**config.mk**
```make
export PLATFORM = sky130hd
export DESIGN_NAME = edge_collision_detector
export DESIGN_NICKNAME = d
export VERILOG_FILES = /design/src/rtl/edge_collision_detector.sv
export SDC_FILE = /design/constraint.sdc
export NUM_CORES = 2
export LEC_CHECK = 0
export BUFFER_PORTS_ARGS = -buffer_cell sky130_fd_sc_hd__buf_2
export CAP_MARGIN = 0
export CORE_MARGIN = 2
export CORE_UTILIZATION = 40
export DETAILED_ROUTE_END_ITERATION = 12
export PLACE_DENSITY = 0.59
export SLEW_MARGIN = 40
export SYNTH_ARGS = -nofsm -noshare
export SYNTH_HDL_FRONTEND = slang
export SYNTH_SLANG_ARGS = --single-unit
```
**constraint.sdc**
```tcl
create_clock -name clk_in -period 18.35 [get_ports clk_in]
set_input_delay 0.9175 -clock clk_in [delete_from_list [all_inputs] [get_ports clk_in]]
set_output_delay 0.9175 -clock clk_in [all_outputs]
set_load 0.03 [all_outputs]
```
**src/rtl/edge_collision_detector.sv**
```systemverilog
`default_nettype none
// ============================================================================
// Module      : edge_collision_detector
// Description : Upstream stage of the collision resolver. For one point body
//               per request it walks the closed terrain polygon held in vertex
//               BRAM and tests the motion segment P -> P+D against every edge
//               (v[i], v[(i+1) mod N]) in index order. The first hitting edge
//               is presented to the resolver with a one-cycle valid pulse and
//               the block then waits for the resolver to finish. If no edge is
//               hit, a miss is reported directly.
//
// Ports       : clk_in            clock
//               rst_in            synchronous active-high reset
//               start_in          request pulse, sampled only while idle
//               pos_x/pos_y       point position (latched on start)
//               vel_x/vel_y       point velocity (latched on start)
//               vertex_addr_out   vertex BRAM read address
//               vertex_x_in/_y_in vertex BRAM read data (MEM_LATENCY cycles)
//               resolve_done_in   resolver output_valid
//               coll_valid_out    one-cycle pulse to resolver input_valid
//               v1_out/v2_out     hit edge endpoints, [0]=x, [1]=y
//               pos_*/vel_*/dx/dy latched request values to the resolver
//               busy_out          high whenever not idle
//               done_out          one-cycle completion pulse
//               hit_out           valid with done_out, 1 = edge hit+resolved
//
// Revision    : 1.0 - initial release
// ============================================================================
module edge_collision_detector #(
    parameter int POSITION_SIZE = 8,
    parameter int VELOCITY_SIZE = 8,
    parameter int DT            = 1,
    parameter int NUM_VERTICES  = 4,
    parameter int MEM_LATENCY   = 2
) (
    input  logic                                   clk_in,
    input  logic                                   rst_in,
    input  logic                                   start_in,
    input  logic signed [POSITION_SIZE-1:0]        pos_x,
    input  logic signed [POSITION_SIZE-1:0]        pos_y,
    input  logic signed [VELOCITY_SIZE-1:0]        vel_x,
    input  logic signed [VELOCITY_SIZE-1:0]        vel_y,
    output logic [$clog2(NUM_VERTICES)-1:0]        vertex_addr_out,
    input  logic signed [POSITION_SIZE-1:0]        vertex_x_in,
    input  logic signed [POSITION_SIZE-1:0]        vertex_y_in,
    input  logic                                   resolve_done_in,
    output logic                                   coll_valid_out,
    output logic signed [POSITION_SIZE-1:0]        v1_out [1:0],
    output logic signed [POSITION_SIZE-1:0]        v2_out [1:0],
    output logic signed [POSITION_SIZE-1:0]        pos_x_out,
    output logic signed [POSITION_SIZE-1:0]        pos_y_out,
    output logic signed [VELOCITY_SIZE-1:0]        vel_x_out,
    output logic signed [VELOCITY_SIZE-1:0]        vel_y_out,
    output logic signed [POSITION_SIZE-1:0]        dx_out,
    output logic signed [POSITION_SIZE-1:0]        dy_out,
    output logic                                   busy_out,
    output logic                                   done_out,
    output logic                                   hit_out
);

    // ------------------------------------------------------------------------
    // Constants
    // ------------------------------------------------------------------------
    localparam int c_AW  = $clog2(NUM_VERTICES);
    // Cross products of (P+1)-bit by (P+2)-bit differences, then subtracted:
    // 2*P+3 bits holds every result without overflow.
    localparam int c_XW  = 2 * POSITION_SIZE + 3;
    localparam int c_LCW = $clog2(MEM_LATENCY + 1);

    localparam logic [c_AW-1:0]        c_LAST_IDX = c_AW'(NUM_VERTICES - 1);
    localparam logic [c_LCW-1:0]       c_LAT_LAST = c_LCW'(MEM_LATENCY);
    localparam logic signed [31:0]     c_DT       = 32'(DT);

    // ------------------------------------------------------------------------
    // State machine encoding
    // ------------------------------------------------------------------------
    typedef enum logic [2:0] {
        S_IDLE         = 3'd0,
        S_READ         = 3'd1,
        S_CROSS        = 3'd2,
        S_CHECK        = 3'd3,
        S_WAIT_RESOLVE = 3'd4,
        S_DONE         = 3'd5
    } state_t;

    state_t r_state;
    state_t w_state_next;

    // ------------------------------------------------------------------------
    // Registers
    // ------------------------------------------------------------------------
    logic [c_LCW-1:0]               r_lat_cnt;   // cycle within a READ
    logic                           r_first;     // current READ fetches vertex A
    logic [c_AW-1:0]                r_k;         // current edge index
    logic [c_AW-1:0]                r_addr;
    logic signed [POSITION_SIZE-1:0] r_px, r_py;
    logic signed [VELOCITY_SIZE-1:0] r_vx, r_vy;
    logic signed [POSITION_SIZE-1:0] r_dx, r_dy;
    logic signed [POSITION_SIZE-1:0] r_ax, r_ay, r_bx, r_by;
    logic signed [c_XW-1:0]          r_o1, r_o2, r_o3, r_o4;
    logic signed [POSITION_SIZE-1:0] r_v1x, r_v1y, r_v2x, r_v2y;
    logic                           r_coll_valid;
    logic                           r_hit;

    // ------------------------------------------------------------------------
    // Combinational helpers
    // ------------------------------------------------------------------------
    logic                           w_read_last;
    logic [c_AW-1:0]                w_k_inc;
    logic signed [POSITION_SIZE-1:0] w_dx_new, w_dy_new;

    logic signed [c_XW-1:0] w_ax, w_ay, w_bx, w_by;
    logic signed [c_XW-1:0] w_px, w_py, w_dx, w_dy;
    logic signed [c_XW-1:0] w_ex, w_ey;
    logic signed [c_XW-1:0] w_o1, w_o2, w_o3, w_o4;

    logic w_d_nonzero;
    logic w_o1_nonzero;
    logic w_o2_crosses;
    logic w_o3_pos, w_o3_neg, w_o4_pos, w_o4_neg;
    logic w_hit;

    // Next vertex index around the closed polygon.
    function automatic logic [c_AW-1:0] f_next_idx(input logic [c_AW-1:0] idx);
        logic [c_AW-1:0] res;
        if (idx == c_LAST_IDX) begin
            res = '0;
        end else begin
            res = idx + 1'b1;
        end
        return res;
    endfunction

    assign w_read_last = (r_lat_cnt == c_LAT_LAST);
    assign w_k_inc     = r_k + 1'b1;

    // Displacement for one timestep, truncated to the position width.
    assign w_dx_new = POSITION_SIZE'(32'(vel_x) * c_DT);
    assign w_dy_new = POSITION_SIZE'(32'(vel_y) * c_DT);

    // Sign-extend every operand to the full cross-product width so that all
    // intermediate sums and products are exact.
    assign w_ax = c_XW'(r_ax);
    assign w_ay = c_XW'(r_ay);
    assign w_bx = c_XW'(r_bx);
    assign w_by = c_XW'(r_by);
    assign w_px = c_XW'(r_px);
    assign w_py = c_XW'(r_py);
    assign w_dx = c_XW'(r_dx);
    assign w_dy = c_XW'(r_dy);

    assign w_ex = w_bx - w_ax;
    assign w_ey = w_by - w_ay;

    // cross(u, v) = u.x * v.y - u.y * v.x
    assign w_o1 = w_ex * (w_py - w_ay)        - w_ey * (w_px - w_ax);
    assign w_o2 = w_ex * (w_py + w_dy - w_ay) - w_ey * (w_px + w_dx - w_ax);
    assign w_o3 = w_dx * (w_ay - w_py)        - w_dy * (w_ax - w_px);
    assign w_o4 = w_dx * (w_by - w_py)        - w_dy * (w_bx - w_px);

    // Hit rule. A start point on the edge line (o1 = 0) never hits, which
    // also excludes collinear motion; an endpoint landing exactly on the
    // edge line (o2 = 0) does count.
    assign w_d_nonzero  = (r_dx != '0) || (r_dy != '0);
    assign w_o1_nonzero = (r_o1 != '0);
    assign w_o2_crosses = (r_o2 == '0) || (r_o2[c_XW-1] != r_o1[c_XW-1]);
    assign w_o3_pos     = !r_o3[c_XW-1] && (r_o3 != '0);
    assign w_o3_neg     =  r_o3[c_XW-1];
    assign w_o4_pos     = !r_o4[c_XW-1] && (r_o4 != '0);
    assign w_o4_neg     =  r_o4[c_XW-1];
    assign w_hit        = w_d_nonzero && w_o1_nonzero && w_o2_crosses
                          && !(w_o3_pos && w_o4_pos)
                          && !(w_o3_neg && w_o4_neg);

    // ------------------------------------------------------------------------
    // State register
    // ------------------------------------------------------------------------
    always_ff @(posedge clk_in) begin
        if (rst_in) begin
            r_state <= S_IDLE;
        end else begin
            r_state <= w_state_next;
        end
    end

    // ------------------------------------------------------------------------
    // Next-state and status outputs
    // ------------------------------------------------------------------------
    always_comb begin
        w_state_next = r_state;
        busy_out     = 1'b1;
        done_out     = 1'b0;
        hit_out      = 1'b0;

        case (r_state)
            S_IDLE: begin
                busy_out = 1'b0;
                if (start_in) begin
                    w_state_next = S_READ;
                end
            end
            S_READ: begin
                // After the vertex-A fetch another READ follows for vertex B.
                if (w_read_last && !r_first) begin
                    w_state_next = S_CROSS;
                end
            end
            S_CROSS: begin
                w_state_next = S_CHECK;
            end
            S_CHECK: begin
                if (w_hit) begin
                    w_state_next = S_WAIT_RESOLVE;
                end else if (r_k == c_LAST_IDX) begin
                    w_state_next = S_DONE;
                end else begin
                    w_state_next = S_READ;
                end
            end
            S_WAIT_RESOLVE: begin
                if (resolve_done_in) begin
                    w_state_next = S_DONE;
                end
            end
            S_DONE: begin
                done_out     = 1'b1;
                hit_out      = r_hit;
                w_state_next = S_IDLE;
            end
            default: begin
                w_state_next = S_IDLE;
            end
        endcase
    end

    // ------------------------------------------------------------------------
    // Datapath
    // ------------------------------------------------------------------------
    always_ff @(posedge clk_in) begin
        if (rst_in) begin
            r_lat_cnt    <= '0;
            r_first      <= 1'b0;
            r_k          <= '0;
            r_addr       <= '0;
            r_px         <= '0;
            r_py         <= '0;
            r_vx         <= '0;
            r_vy         <= '0;
            r_dx         <= '0;
            r_dy         <= '0;
            r_ax         <= '0;
            r_ay         <= '0;
            r_bx         <= '0;
            r_by         <= '0;
            r_o1         <= '0;
            r_o2         <= '0;
            r_o3         <= '0;
            r_o4         <= '0;
            r_v1x        <= '0;
            r_v1y        <= '0;
            r_v2x        <= '0;
            r_v2y        <= '0;
            r_coll_valid <= 1'b0;
            r_hit        <= 1'b0;
        end else begin
            r_coll_valid <= 1'b0;

            case (r_state)
                S_IDLE: begin
                    if (start_in) begin
                        r_px      <= pos_x;
                        r_py      <= pos_y;
                        r_vx      <= vel_x;
                        r_vy      <= vel_y;
                        r_dx      <= w_dx_new;
                        r_dy      <= w_dy_new;
                        r_k       <= '0;
                        r_addr    <= '0;
                        r_lat_cnt <= '0;
                        r_first   <= 1'b1;
                        r_hit     <= 1'b0;
                    end
                end
                S_READ: begin
                    if (w_read_last) begin
                        r_lat_cnt <= '0;
                        if (r_first) begin
                            r_ax    <= vertex_x_in;
                            r_ay    <= vertex_y_in;
                            r_first <= 1'b0;
                            r_addr  <= f_next_idx(r_k);
                        end else begin
                            r_bx <= vertex_x_in;
                            r_by <= vertex_y_in;
                        end
                    end else begin
                        r_lat_cnt <= r_lat_cnt + 1'b1;
                    end
                end
                S_CROSS: begin
                    r_o1 <= w_o1;
                    r_o2 <= w_o2;
                    r_o3 <= w_o3;
                    r_o4 <= w_o4;
                end
                S_CHECK: begin
                    if (w_hit) begin
                        r_v1x        <= r_ax;
                        r_v1y        <= r_ay;
                        r_v2x        <= r_bx;
                        r_v2y        <= r_by;
                        r_coll_valid <= 1'b1;
                        r_hit        <= 1'b1;
                    end else if (r_k != c_LAST_IDX) begin
                        // Slide the window: this edge's end starts the next.
                        // The closing edge fetches vertex 0 from BRAM again.
                        r_ax   <= r_bx;
                        r_ay   <= r_by;
                        r_k    <= w_k_inc;
                        r_addr <= f_next_idx(w_k_inc);
                    end
                end
                default: begin
                end
            endcase
        end
    end

    // ------------------------------------------------------------------------
    // Output drive
    // ------------------------------------------------------------------------
    assign vertex_addr_out = r_addr;
    assign coll_valid_out  = r_coll_valid;
    assign v1_out[0]       = r_v1x;
    assign v1_out[1]       = r_v1y;
    assign v2_out[0]       = r_v2x;
    assign v2_out[1]       = r_v2y;
    assign pos_x_out       = r_px;
    assign pos_y_out       = r_py;
    assign vel_x_out       = r_vx;
    assign vel_y_out       = r_vy;
    assign dx_out          = r_dx;
    assign dy_out          = r_dy;

endmodule
`default_nettype wire
```
==> results.yml <==
status:
  run_status: "complete, no violations"
final_layout:
  final_net_count: 5147
  multiInputGateArea_um2: 28500
  area_growth_pct: 7.82
  ff_latch_area_um2: 3650
  fillCellCount: 8758
  layout-drive-gt1-share_pct: 7.32
synth:
  ys_warn_count: 0
  syn_area_per_cell_um2: 8.94
  synth.distinct_cells: 69
  yosysMostFrequentCell: "inv_1"
  yosysTopAreaCell: "fa_1"
  async_flop_share_pct: 0
  synth_edf_count: 0
  ys_seq_elements: 182
  synthesis.area_um2: 35500
  yosys_most_used_dff: "dfxtp_1"
  synth_seq_area_share_pct: 10.3
  synth_cells: 3973
  synth_fp_nets: 5077
  synth_top_area_share_pct: 38.9
  netlist_top_cells_area: "fa_1 39%, ha_1 13%, dfxtp_1 10%, inv_1 8.1%, nand2_1 4.5%"
  synthTopCellsByCount: "770 x inv_1, 690 x fa_1, 429 x nand2_1, 383 x nor2_1, 362 x ha_1"
clock_network:
  tritoncts: "yes"
  clk_pin_slew_worst_paths_ps: 110
  cts_resized: 0
  cts_buffers: 17
  cts_hold_buf: 0
  clock_latency_ps: 520
  cts.sinks: 182
  cts_max_level: 4
  cts_setup_buffers: 0
  cts_buffer_depth: 2
  root_buffer: "clkbuf_16"
setup_path:
  critPathMostFrequentCell: "fa_1"
  critical_path_class: "flop to flop"
  cp_slowest_cell: "dfxtp_1"
  worst-path-max-fanout: 19
  endpoint_kind: "flop"
  critical_path_arrival_ps: 10150
  cpPeakStageDelay_ps: 890
  worstPathRequired_ps: 18800
  worstSetupStartpointType: "flop"
  r2r_start: "dx_out[3]$_SDFFE_PP0P_"
  cp-startpoint: "dx_out[3]$_SDFFE_PP0P_"
sta:
  fin_crit_ps: 9710
  hold_violations: 0
  finalSetupTns_ps: 0
  fin_skew_ps: 25.7
  grt_setup_unrepaired: "false"
  timing.final.crit_share_pct: 52.9
  worstMarginPinSlew_ps: 914
  setup_viol: 0
  max_freq_ghz: 0.103
  finalMaxSlewViolations: 0
  maxSlewHeadroom_pct: 38.6
floorplanning:
  start_util_pct: 40.2
  die_h_um: 302
  rows: 109
  core_um2: 88200
  io_pins: 138
  design.die.area_um2: 91200
  dieWidth_um: 302
global_routing:
  grt_pass1_vias: 27300
  gr-total-overflow: 0
  grt_usage_pct: 22.8
  use_met2_pct: 37.9
  antenna_found_initial: 4
  grt_pass1_wl_um: 157000
  grt_max_degree: 74
  top_usage_layer: "met2"
  grt.met3_usage_pct: 4.44
  use_met1_pct: 29.5
power:
  p_total_mw: 6.43
  switchingPower_mw: 3.41
  cellInternalPower_mw: 3.02
  switching_share_pct: 53.0
  p_leak_nw: 18.5
  irDropWorstVdd_v: 0.000257
  powerDensity_nw_per_um2: 168
  clkPwrFrac_pct: 6.4
  seqPwrFrac_pct: 6.5
  comb_power_share_pct: 87.1
detailed_routing:
  vias: 26300
  first_iter_violations: 1680
  firstDrtPassIters: 5
  wl_per_cell_um: 19.2
  routed_wirelength_um: 100000
  drc: 0
  viasPerCell: 5.04
  drtAntennaViolNets: 0
placement:
  port_buffers: 137
  gp_congestion: 0.945
  dp.final_hpwl_um: 83200
flow_run:
  maxCapViolCount: 0
worst_hold_path:
  hp-start: "r_o1[16]$_SDFFE_PP0P_"
  holdCritPathClass: "flop to flop"
## placed cells by master, fill, tap and decap left out, types with 64 or more instances in the layout
master,netlist,layout
inv_1,770,770
fa_1,690,690
nand2_1,429,428
nor2_1,383,379
ha_1,362,362
a21oi_1,214,214
dfxtp_1,182,179
and2_1,148,147
buf_2,7,136
xnor2_1,143,128
nand2b_1,64,64
## state kept, by name, indices dropped and copies added (netlist names), 2 cells and up
register / flops
dy_out: 8
r_o1: 19
r_lat_cnt: 2
r_o2: 19
dx_out: 8
r_bx: 8
r_ax: 8
r_v1y: 8
r_k: 2
r_by: 8
pos_y_out: 8
vertex_addr_out: 2
r_state: 3
r_o3: 18
r_ay: 8
r_v1x: 8
pos_x_out: 8
r_v2x: 8
r_o4: 18
r_v2y: 8
## worst max-delay path, delay by kind of cell (launching register included)
| family | cells | cell delay [ps] |
|---|---|---|
| xor gates and xnor gates | 2 | 680 |
| adders and majority gates | 10 | 4620 |
| AOI/OAI and AO/OA | 8 | 2070 |
| and+or+nand+nor | 5 | 870 |
| buffers and inverters | 5 | 510 |
| DFF | 1 | 890 |
## cells by family (layout without fill, tap and decap cells)
logic type | Yosys count | after routing | synth area share (%)
AOI/OAI and AO/OA | 408 | 408 | 7.04
xor gates and xnor gates | 200 | 200 | 4.97
adders and majority gates | 1052 | 1052 | 51.7
buffers and inverters | 915 | 998 | 10.1
DFF | 182 | 182 | 10.3
muxes | 36 | 36 | 1.02
other | 0 | 1 | 0
and+or+nand+nor | 1180 | 1180 | 15.0
## power groups by stage
stage                     Combinational, mW  Sequential (mW)  Clock, mW
after floorplan                        4.26            0.426          0
after global placement                 5.48            0.425          0
after detailed placement               5.55            0.425          0
after CTS                              5.61            0.416      0.424
after global routing                   6.34            0.417      0.437
final                                  5.60            0.417      0.412
## metrics by stage
step           hold slack [ps]  cell area [um^2]  cells  utilization, %  setup slack [ps]
3_3_place_gp               435             37500   5188            42.5              8750
6_report                   447             38300   5222            43.4              8640
5_1_grt                    466             38300   5221            43.4              8050
4_1_cts                    452             38200   5221            43.3              8590
2_1_floorplan              427             35500   3973               -              9420
3_5_place_dp               443             37600   5189            42.6              8610
## cell type report
| type | instances | share of cell area, % |
|---|---|---|
| inverters | 771 | 7.56 |
| well taps | 1165 | 3.81 |
| clock inverters | 15 | 0.497 |
| repair buffers | 195 | 2.99 |
| diodes | 1 | 0.00654 |
| clock buffers | 17 | 1.11 |
| multi-input cells | 2876 | 74.5 |
| flip-flops and latches | 182 | 9.53 |
## layer usage
layer  part of all wire [%]  wire (um)
met1                     42      41700
met2                     48      47800
met3                    6.6       6650
met4                    3.9       3900
met5                  0.027         27
## path summary, 6_finish.rpt
| kind | depth (start not counted) | endpoint | slack (ps) |
|---|---|---|---|
| max | 30 | r_o2[18]$_SDFFE_PP0P_ | 8640 |
| min | 2 | r_o1[16]$_SDFFE_PP0P_ | 450 |
| max reg2reg | 30 | r_o2[18]$_SDFFE_PP0P_ | 8640 |
| min reg2reg | 2 | r_o1[16]$_SDFFE_PP0P_ | 450 |
Power figures use the tool's default switching activity.
